File: config.mk
export PLATFORM = sky130hd
export DESIGN_NAME = wptr_handler
export DESIGN_NICKNAME = d
export VERILOG_FILES = /design/src/rtl/wptr_handler.sv
export SDC_FILE = /design/constraint.sdc
export NUM_CORES = 1
export LEC_CHECK = 0
export ABC_AREA = 0
export CORE_MARGIN = 4
export CORE_UTILIZATION = 41
export CTS_CLUSTER_SIZE = 8
export DETAILED_ROUTE_END_ITERATION = 12
export PLACE_DENSITY = 0.84
export SLEW_MARGIN = 20
export SYNTH_ARGS = -nofsm -noshare
export SYNTH_HDL_FRONTEND = slang
export SYNTH_SLANG_ARGS = --single-unit
export TNS_END_PERCENT = 20
File: constraint.sdc
create_clock -name i_Wclk -period 2.27 [get_ports i_Wclk]
set_input_delay 0.454 -clock i_Wclk [delete_from_list [all_inputs] [get_ports i_Wclk]]
set_output_delay 0.454 -clock i_Wclk [all_outputs]
set_load 0.03 [all_outputs]
File: src/rtl/wptr_handler.sv
// ---------------------------------------------------------------------------
// wptr_handler
//
// Write-side pointer logic for an asynchronous FIFO. It owns the binary and
// Gray write pointers, brings the read pointer (Gray coded, from the read
// clock domain) across through a two-flop synchronizer, and derives the full,
// almost-full, fill-level and sticky overflow status in the write domain.
//
// Parameters
//   PTR_WIDTH  RAM address width; depth is 2**PTR_WIDTH, pointers carry one
//              extra wrap bit (PTR_WIDTH+1 bits).
//   AF_THRESH  fill level at or above which o_almost_full asserts.
//
// Ports
//   i_Wclk         write-domain clock
//   i_Wrst_n       asynchronous active-low reset
//   i_W_en         write request
//   i_g_rptr       Gray read pointer from the read domain (asynchronous)
//   i_ovf_clr      clears the sticky overflow flag
//   o_b_wptr       registered binary write pointer
//   o_g_wptr       registered Gray write pointer (to the read domain)
//   o_waddr        RAM write address (low bits of o_b_wptr)
//   o_wfull        combinational look-ahead full
//   o_full         registered full
//   o_almost_full  registered almost-full
//   o_wlevel       registered fill level, 0 .. 2**PTR_WIDTH
//   o_overflow     sticky: a write was attempted while full
// ---------------------------------------------------------------------------
module wptr_handler #(
    parameter int PTR_WIDTH = 3,
    parameter int AF_THRESH = 6
) (
    input  logic                 i_Wclk,
    input  logic                 i_Wrst_n,
    input  logic                 i_W_en,
    input  logic [PTR_WIDTH:0]   i_g_rptr,
    input  logic                 i_ovf_clr,
    output logic [PTR_WIDTH:0]   o_b_wptr,
    output logic [PTR_WIDTH:0]   o_g_wptr,
    output logic [PTR_WIDTH-1:0] o_waddr,
    output logic                 o_wfull,
    output logic                 o_full,
    output logic                 o_almost_full,
    output logic [PTR_WIDTH:0]   o_wlevel,
    output logic                 o_overflow
);

    // The Gray write pointer is exactly one lap ahead of the read pointer
    // when its two MSBs are inverted relative to the read pointer and the
    // rest match. XOR with this mask performs that inversion.
    localparam logic [PTR_WIDTH:0] FULL_MASK = (PTR_WIDTH+1)'(3) << (PTR_WIDTH-1);
    localparam logic [PTR_WIDTH:0] AF_LEVEL  = (PTR_WIDTH+1)'(AF_THRESH);

    logic [PTR_WIDTH:0] r_b_wptr;
    logic [PTR_WIDTH:0] r_g_wptr;
    logic [PTR_WIDTH:0] r_rq1;
    logic [PTR_WIDTH:0] r_rq2;
    logic [PTR_WIDTH:0] r_wlevel;
    logic               r_full;
    logic               r_almost_full;
    logic               r_overflow;

    logic               w_accept;
    logic               w_ovf_set;
    logic [PTR_WIDTH:0] w_b_wptr_next;
    logic [PTR_WIDTH:0] w_g_wptr_next;
    logic [PTR_WIDTH:0] w_rbin;
    logic [PTR_WIDTH:0] w_level_next;
    logic               w_wfull;
    logic               w_almost_full_next;
    logic               w_overflow_next;

    // Write acceptance is gated by the registered full flag so the pointer
    // update has no combinational path back through the full compare.
    assign w_accept      = i_W_en & ~r_full;
    assign w_ovf_set     = i_W_en & r_full;
    assign w_b_wptr_next = r_b_wptr + {{PTR_WIDTH{1'b0}}, w_accept};
    assign w_g_wptr_next = (w_b_wptr_next >> 1) ^ w_b_wptr_next;

    assign w_wfull = (w_g_wptr_next == (r_rq2 ^ FULL_MASK));

    // Gray-to-binary of the synchronized read pointer: each bit is the XOR
    // of all Gray bits from the MSB down to itself.
    always_comb begin
        w_rbin = '0;
        w_rbin[PTR_WIDTH] = r_rq2[PTR_WIDTH];
        for (int i = PTR_WIDTH - 1; i >= 0; i--) begin
            w_rbin[i] = w_rbin[i+1] ^ r_rq2[i];
        end
    end

    // Modulo subtraction gives the right level across pointer wrap because
    // the pointers carry one extra bit beyond the address.
    assign w_level_next       = w_b_wptr_next - w_rbin;
    assign w_almost_full_next = (w_level_next >= AF_LEVEL);

    // Set has priority over clear so an overflow in the clear cycle is kept.
    assign w_overflow_next = w_ovf_set | (r_overflow & ~i_ovf_clr);

    // Read pointer synchronizer; nothing else samples i_g_rptr.
    always_ff @(posedge i_Wclk or negedge i_Wrst_n) begin
        if (!i_Wrst_n) begin
            r_rq1 <= '0;
            r_rq2 <= '0;
        end else begin
            r_rq1 <= i_g_rptr;
            r_rq2 <= r_rq1;
        end
    end

    always_ff @(posedge i_Wclk or negedge i_Wrst_n) begin
        if (!i_Wrst_n) begin
            r_b_wptr      <= '0;
            r_g_wptr      <= '0;
            r_wlevel      <= '0;
            r_full        <= 1'b0;
            r_almost_full <= 1'b0;
            r_overflow    <= 1'b0;
        end else begin
            r_b_wptr      <= w_b_wptr_next;
            r_g_wptr      <= w_g_wptr_next;
            r_wlevel      <= w_level_next;
            r_full        <= w_wfull;
            r_almost_full <= w_almost_full_next;
            r_overflow    <= w_overflow_next;
        end
    end

    assign o_b_wptr      = r_b_wptr;
    assign o_g_wptr      = r_g_wptr;
    assign o_waddr       = r_b_wptr[PTR_WIDTH-1:0];
    assign o_wfull       = w_wfull;
    assign o_full        = r_full;
    assign o_almost_full = r_almost_full;
    assign o_wlevel      = r_wlevel;
    assign o_overflow    = r_overflow;

endmodule
==> results of run 1 <==
routing by layer:
layer  wire (µm)  global-route usage  up-vias
li1            -                   -      301
met1         688              0.1369      294
met2         900              0.2145       15
met3         100             0.03480        2
met4          10             0.04861        0
met5           0                   0        -
cell usage after synthesis (all sizes together), types with 2 or more instances:
cell / instances
buf: 4
dfrtp: 22
a21oi: 2
nor3: 2
inv: 8
xor2: 8
ha: 5
xnor2: 8
cell type report:
cell class                      count  area (µm²)  share of cell area
Clock buffer                        3       22.52             0.01610
Clock inverter                      1       30.03             0.02147
Inverter                            8       30.03             0.02147
Multi-Input combinational cell     37       371.6              0.2657
Sequential cell                    22       551.8              0.3945
Tap cell                           28       35.03             0.02504
Timing Repair Buffer               39       357.8              0.2558
state kept, by name, summed over array words and instances (netlist names):
name	flops
r_rq1	4
o_almost_full	1
o_g_wptr	3
o_overflow	1
o_b_wptr	4
o_wlevel	4
r_rq2	4
o_full	1
what timing repair did:
action / CTS / global route
pin swaps: 6 / 0
setup endpoints to repair: 2 / 2
resized for setup: 7 / 0
setup buffers: 1 / 0
critical path: cells and delay by family (launching register included):
family,cells,cell delay [ps]
flip-flops,1,420
AND/OR/NAND/NOR,2,310
adder cells (fa/ha/maj),2,390
AO/OA/AOI/OAI,1,160
XOR/XNOR,2,390
buffers and inverters,1,120
logic make-up (layout without fill, tap and decap cells):
kind of cell / count (synthesis) / count (layout) / share of synthesized area
simple gates: 6 / 6 / 0.03342
flops: 22 / 22 / 0.5882
xor+xnor: 16 / 16 / 0.1578
fa+ha+maj: 6 / 6 / 0.08824
buf+inv: 12 / 51 / 0.06417
compound gates: 9 / 9 / 0.06819
worst max path at each step:
stage          endpoint  slack, ps   start
2_1_floorplan   o_wfull         10  i_W_en
3_3_place_gp    o_wfull       -500  i_W_en
3_5_place_dp    o_wfull       -550  i_W_en
4_1_cts         o_wfull       -280  o_full
5_1_grt         o_wfull       -410  o_full
6_report        o_wfull       -290  o_full
through the flow:
stage / hold WS [ps] / setup TNS (ps) / utilization
2_1_floorplan: 158.4 / 0 / -
3_3_place_gp: 331.5 / -1538 / 0.5934
3_5_place_dp: 336.2 / -1845 / 0.5934
4_1_cts: 365.8 / -319.0 / 0.6385
5_1_grt: 367.5 / -566.0 / 0.6385
6_report: 363.4 / -338.7 / 0.6385
==> reports/summary.log, run 1 <==
qor: setup_path.critical_path.slowest_cell sky130_fd_sc_hd__dfrtp_2
qor: synthesis.seq_area_frac_synth 0.5882
qor: setup_path.crit_path_cells nor2b_1, ha_2, ha_4, xor2_4, xor2_2, and3_1, o211a_4, buf_6
qor: layout.final_cell_mix sky130_fd_sc_hd__clkdlybuf4s50_1, sky130_fd_sc_hd__dfrtp_1, sky130_fd_sc_hd__buf_4
qor: floorplanning.design.portCount 27
qor: global_routing.grt_first_pass_wirelength 2.932 mm
qor: setup_path.required 1820 ps
qor: min_path.timing.hold.worst_endpoint r_rq2[1]
qor: synthesis.yosys_warnings 0
qor: global_routing.overflow 0
qor: synthesis.synth_top_cell_by_area sky130_fd_sc_hd__dfrtp_1
qor: synthesis.syn-mean-instance-area 13.18 µm²
qor: min_path.worst_hold_startpoint r_rq1[1]
qor: global_routing.grt_max_degree 23
qor: layout.drive_above_1_share 0.2273
qor: placed_design.port_buffers 26
qor: synthesis.synth-async-reset-ratio 1.000
qor: sta.setup-violations-final 2
qor: sta.period_minus_slack 2556 ps
qor: sta.tightestPinTransition 314.5 ps
qor: synthesis.netlist_area 935.9 µm²
qor: global_routing.via_count_of_the_first_global_routing_pass 674
qor: synthesis.ys_ff_latch 22
qor: synthesis.yosysUniqueCellTypes 21
qor: layout.antennaDiodeCount 0
qor: layout.layout.cells.non_filler 138
qor: route.via_count 612
qor: layout.stdcell_area 0.001399 mm²
qor: synthesis.synthFlopType sky130_fd_sc_hd__dfrtp_1
qor: route.ant_nets 0
qor: clock_network.clkSinkCount 22
qor: layout.fillers 165
qor: placed_design.dpl.hpwl 1.300 mm
qor: setup_path.worstPathArrival 2100 ps
qor: status.violations setup timing
qor: route.wl 1.699 mm
qor: layout.area_growth_syn_to_layout 49.47%
qor: placed_design.placement.cell_area 0.001300 mm²
qor: setup_path.worstPathMaxFanout 2
qor: floorplanning.core-area 0.002191 mm²
qor: sta.fin_crit_sh 1.126
qor: synthesis.mappedNetlistNets 85
qor: setup_path.worst_r2r_startpoint r_rq2[3]
qor: sta.timing.final.hold_violations 0
qor: clock_network.cts.htree.levels 1
qor: clock_network.worst_skew_pair.late_latency 300 ps
qor: global_routing.all_layer_gr_usage 0.1216
qor: sta.least_setup_slack_across_all_paths_after_layout -285.9 ps
qor: route.drt_iter0_drc 6
qor: global_routing.antenna_found_initial 0
qor: sta.timing.slew.headroom 0.7897
qor: sta.achievable-frequency 391.3 MHz
qor: clock_network.cts_hold_buffers 0
qor: floorplanning.die-width 55.78 µm
qor: placed_design.pre_cts_ws -547.6 ps
qor: setup_path.crit-reg2reg-capture o_almost_full
qor: floorplanning.die_area 0.003111 mm²
qor: sta.grt_setup_unrepaired yes
qor: min_path.worst_hold_path_cells 0
qor: floorplanning.effective_utilization_at_floorplan 0.4272
qor: placed_design.finalWeightedCongestion 0.8188
qor: clock_network.cts_buffers 3
qor: clock_network.clk_transition_reported_paths 120 ps
qor: route.drc 0
qor: route.post_drt_via_cell_ratio 4.435
qor: synthesis.synth_cells 71
qor: synthesis.synth.area.top_cells sky130_fd_sc_hd__dfrtp_1, sky130_fd_sc_hd__xnor2_1, sky130_fd_sc_hd__ha_1, sky130_fd_sc_hd__xor2_1, sky130_fd_sc_hd__buf_4
qor: setup_path.cpPeakStageDelay 420 ps
qor: synthesis.synth_enable_flop_cells 0
qor: placed_design.dp_cells 133
qor: setup_path.rr_worst_depth 8
qor: run.max_cap_violations 0
qor: setup_path.worstSetupPathType reg2out
qor: route.first_drt_pass_iteration_count 3
qor: floorplanning.row_count 17
qor: sta.drv_slew 0
qor: clock_network.ctsLongestPathBuffers 2
qor: setup_path.end_kind primary output
qor: floorplanning.dieHeight 55.78 µm
qor: setup_path.kind_of_start_point_of_the_critical_path flop
qor: layout.layout_commonest_cell sky130_fd_sc_hd__clkdlybuf4s50_1
qor: layout.num-nets-final 125
qor: status.status finished, violations left
qor: setup_path.regToRegSetupSlack -50 ps
qor: sta.worst_clock_skew_on_the_final_layout 9.723 ps
qor: clock_network.tritoncts built
qor: route.route.detailed.wl_per_inst 12.31 µm
qor: synthesis.netlist.area_leader.share 0.5882
qor: clock_network.cell_at_the_root_of_the_clock_tree sky130_fd_sc_hd__clkbuf_4
qor: min_path.holdCritPathClass reg2reg
Power of run 1 is left out: the tool's default activity adds up to more than one toggle a clock period on the data nets, which glitch-free logic cannot reach.
==> inputs of run 2 (changes only) <==
CTS_CLUSTER_DIAMETER = 50   (was not set)
==> results of run 2 <==
Final layout, timing and power as in run 1 (identical DEF).
Power of run 2 is left out for the same reason.
==> inputs of run 3 (changes only) <==
CORE_ASPECT_RATIO = 2   (was not set)
CORE_UTILIZATION = 25   (was 41)
PLACE_DENSITY = not set   (was 0.84)
==> reports/summary.log, run 3 (synthesis gave the netlist of run 1 again) <==
qor: layout.layout_commonest_cell sky130_fd_sc_hd__clkdlybuf4s50_1
qor: layout.final_cell_mix sky130_fd_sc_hd__clkdlybuf4s50_1, sky130_fd_sc_hd__dfrtp_1, sky130_fd_sc_hd__buf_4
qor: placed_design.finalWeightedCongestion 0.7628
qor: sta.least_setup_slack_across_all_paths_after_layout -190.1 ps
qor: global_routing.grt_max_degree 23
qor: clock_network.ctsLongestPathBuffers 2
qor: clock_network.tritoncts built
qor: layout.antennaDiodeCount 0
qor: sta.drv_slew 0
qor: placed_design.port_buffers 26
qor: placed_design.dpl.hpwl 1.392 mm
qor: global_routing.grt_busiest_layer met2
qor: clock_network.cts_hold_buffers 0
qor: route.ant_nets 0
qor: sta.final.setup.tns -190.1 ps
qor: route.drt_iter0_drc 0
qor: placed_design.dp_cells 155
qor: clock_network.cell_at_the_root_of_the_clock_tree sky130_fd_sc_hd__clkbuf_8
qor: global_routing.antenna_found_initial 0
qor: status.violations setup timing
qor: sta.timing.slew.headroom 0.7877
qor: setup_path.kind_of_start_point_of_the_critical_path input port
qor: sta.timing.final.hold_violations 0
qor: setup_path.cpPeakStageDelay 230 ps
qor: layout.area_growth_syn_to_layout 53.21%
qor: sta.grt_setup_unrepaired yes
qor: clock_network.worst_skew_pair.late_latency 260 ps
qor: clock_network.cts_buffers 3
qor: run.max_cap_violations 0
qor: clock_network.clkSinkCount 22
qor: global_routing.overflow 0
qor: global_routing.met1_usage 0.06387
qor: global_routing.use_met3 0.01422
qor: layout.drive_above_1_share 0.2411
qor: layout.multi_input_gate_area 370.4 µm²
qor: floorplanning.design.portCount 27
qor: setup_path.end_kind primary output
qor: global_routing.grt_use_met2 0.1703
qor: layout.layout.cells.non_filler 161
qor: global_routing.grt_first_pass_wirelength 2.904 mm
qor: setup_path.cp.buffers_inverters 2
qor: sta.setup-violations-final 1
qor: floorplanning.dieHeight 94.53 µm
qor: setup_path.worstPathArrival 2010 ps
qor: route.drc 0
qor: floorplanning.effective_utilization_at_floorplan 0.2595
qor: layout.num-nets-final 127
qor: clock_network.clk_transition_reported_paths 70 ps
qor: sta.achievable-frequency 406.5 MHz
qor: layout.postLayoutCoreUtil 0.3975
qor: floorplanning.core-area 0.003607 mm²
qor: sta.fin_crit_sh 1.084
qor: min_path.holdCritPathClass reg2reg
qor: route.wl 1.784 mm
qor: setup_path.worst_path_most_repeated_cell sky130_fd_sc_hd__ha_4
qor: setup_path.crit_path_cells clkdlybuf4s15_2, nor2b_4, ha_4, ha_4, xor2_2, xor2_1, and3_1, o211a_4, buf_6
qor: status.status finished, violations left
qor: floorplanning.die_area 0.004846 mm²
qor: setup_path.required 1820 ps
qor: setup_path.critical_path.slowest_cell sky130_fd_sc_hd__o211a_4
qor: sta.period_minus_slack 2460 ps
qor: setup_path.worstPathMaxFanout 2
qor: route.first_drt_pass_iteration_count 1
qor: route.via_count 642
qor: floorplanning.die-width 51.27 µm
qor: layout.fillers 354
qor: setup_path.worstSetupPathType in2out
qor: sta.worst_clock_skew_on_the_final_layout 3.518 ps
qor: floorplanning.row_count 31
qor: route.route.detailed.wl_per_inst 11.08 µm
qor: global_routing.all_layer_gr_usage 0.08215
qor: layout.register_area 551.8 µm²
qor: route.post_drt_via_cell_ratio 3.988
qor: setup_path.critPathTopFamily XOR/XNOR gates
qor: global_routing.via_count_of_the_first_global_routing_pass 690
qor: sta.tightestPinTransition 316.2 ps
qor: clock_network.cts.htree.levels 1
run 3: cell types whose count changed in the layout (fill, tap and decap cells not counted), sizes merged:
cell           delta
bufinv            -1
dlygate4sd2       -1
clkdlybuf4s15     +1
buf               +2
clkbuf            +1
run 3: cell type report:
class,count,area share
well taps,49,0.04276
multi-input cells,37,0.2583
clock buffers,4,0.03141
flip-flops and latches,22,0.3848
repair buffers,41,0.2618
inverters,8,0.02094
run 3: path summary, 6_finish.rpt:
kind	startpoint	to	slack, ps	cells past startpoint
worst max-delay path	i_W_en	o_wfull	-190	9
worst min-delay path	r_rq1[1]	r_rq2[1]	350	0
worst max register to register	r_rq2[3]	o_almost_full	20	8
worst min register to register	r_rq1[1]	r_rq2[1]	350	0
max in group asynchronous	i_Wrst_n	o_full	1500	2
min in group asynchronous	i_Wrst_n	r_rq1[2]	540	2
run 3: timing repair:
action,in CTS,in global routing
setup endpoints to repair,3,2
pin swaps,6,0
setup buffers,2,0
hold endpoints to repair,0,0
resized for setup,10,0
run 3: per-stage QoR:
stage               setup slack, ps  instance area [µm²]  hold slack (ps)
finish                       -190.1                 1434            352.7
global placement             -564.7                 1334            332.2
floorplan                     10.61                947.2            158.4
global route                 -293.1                 1434            351.2
CTS                          -192.4                 1434            351.0
detailed placement           -575.1                 1334            338.9
run 3: metal layers:
metal,part of all wire,vias up
met5,0,-
met4,0.021,0
met3,0.046,4
met2,0.61,18
met1,0.32,314
li1,-,306
Power of run 3 is left out for the same reason.
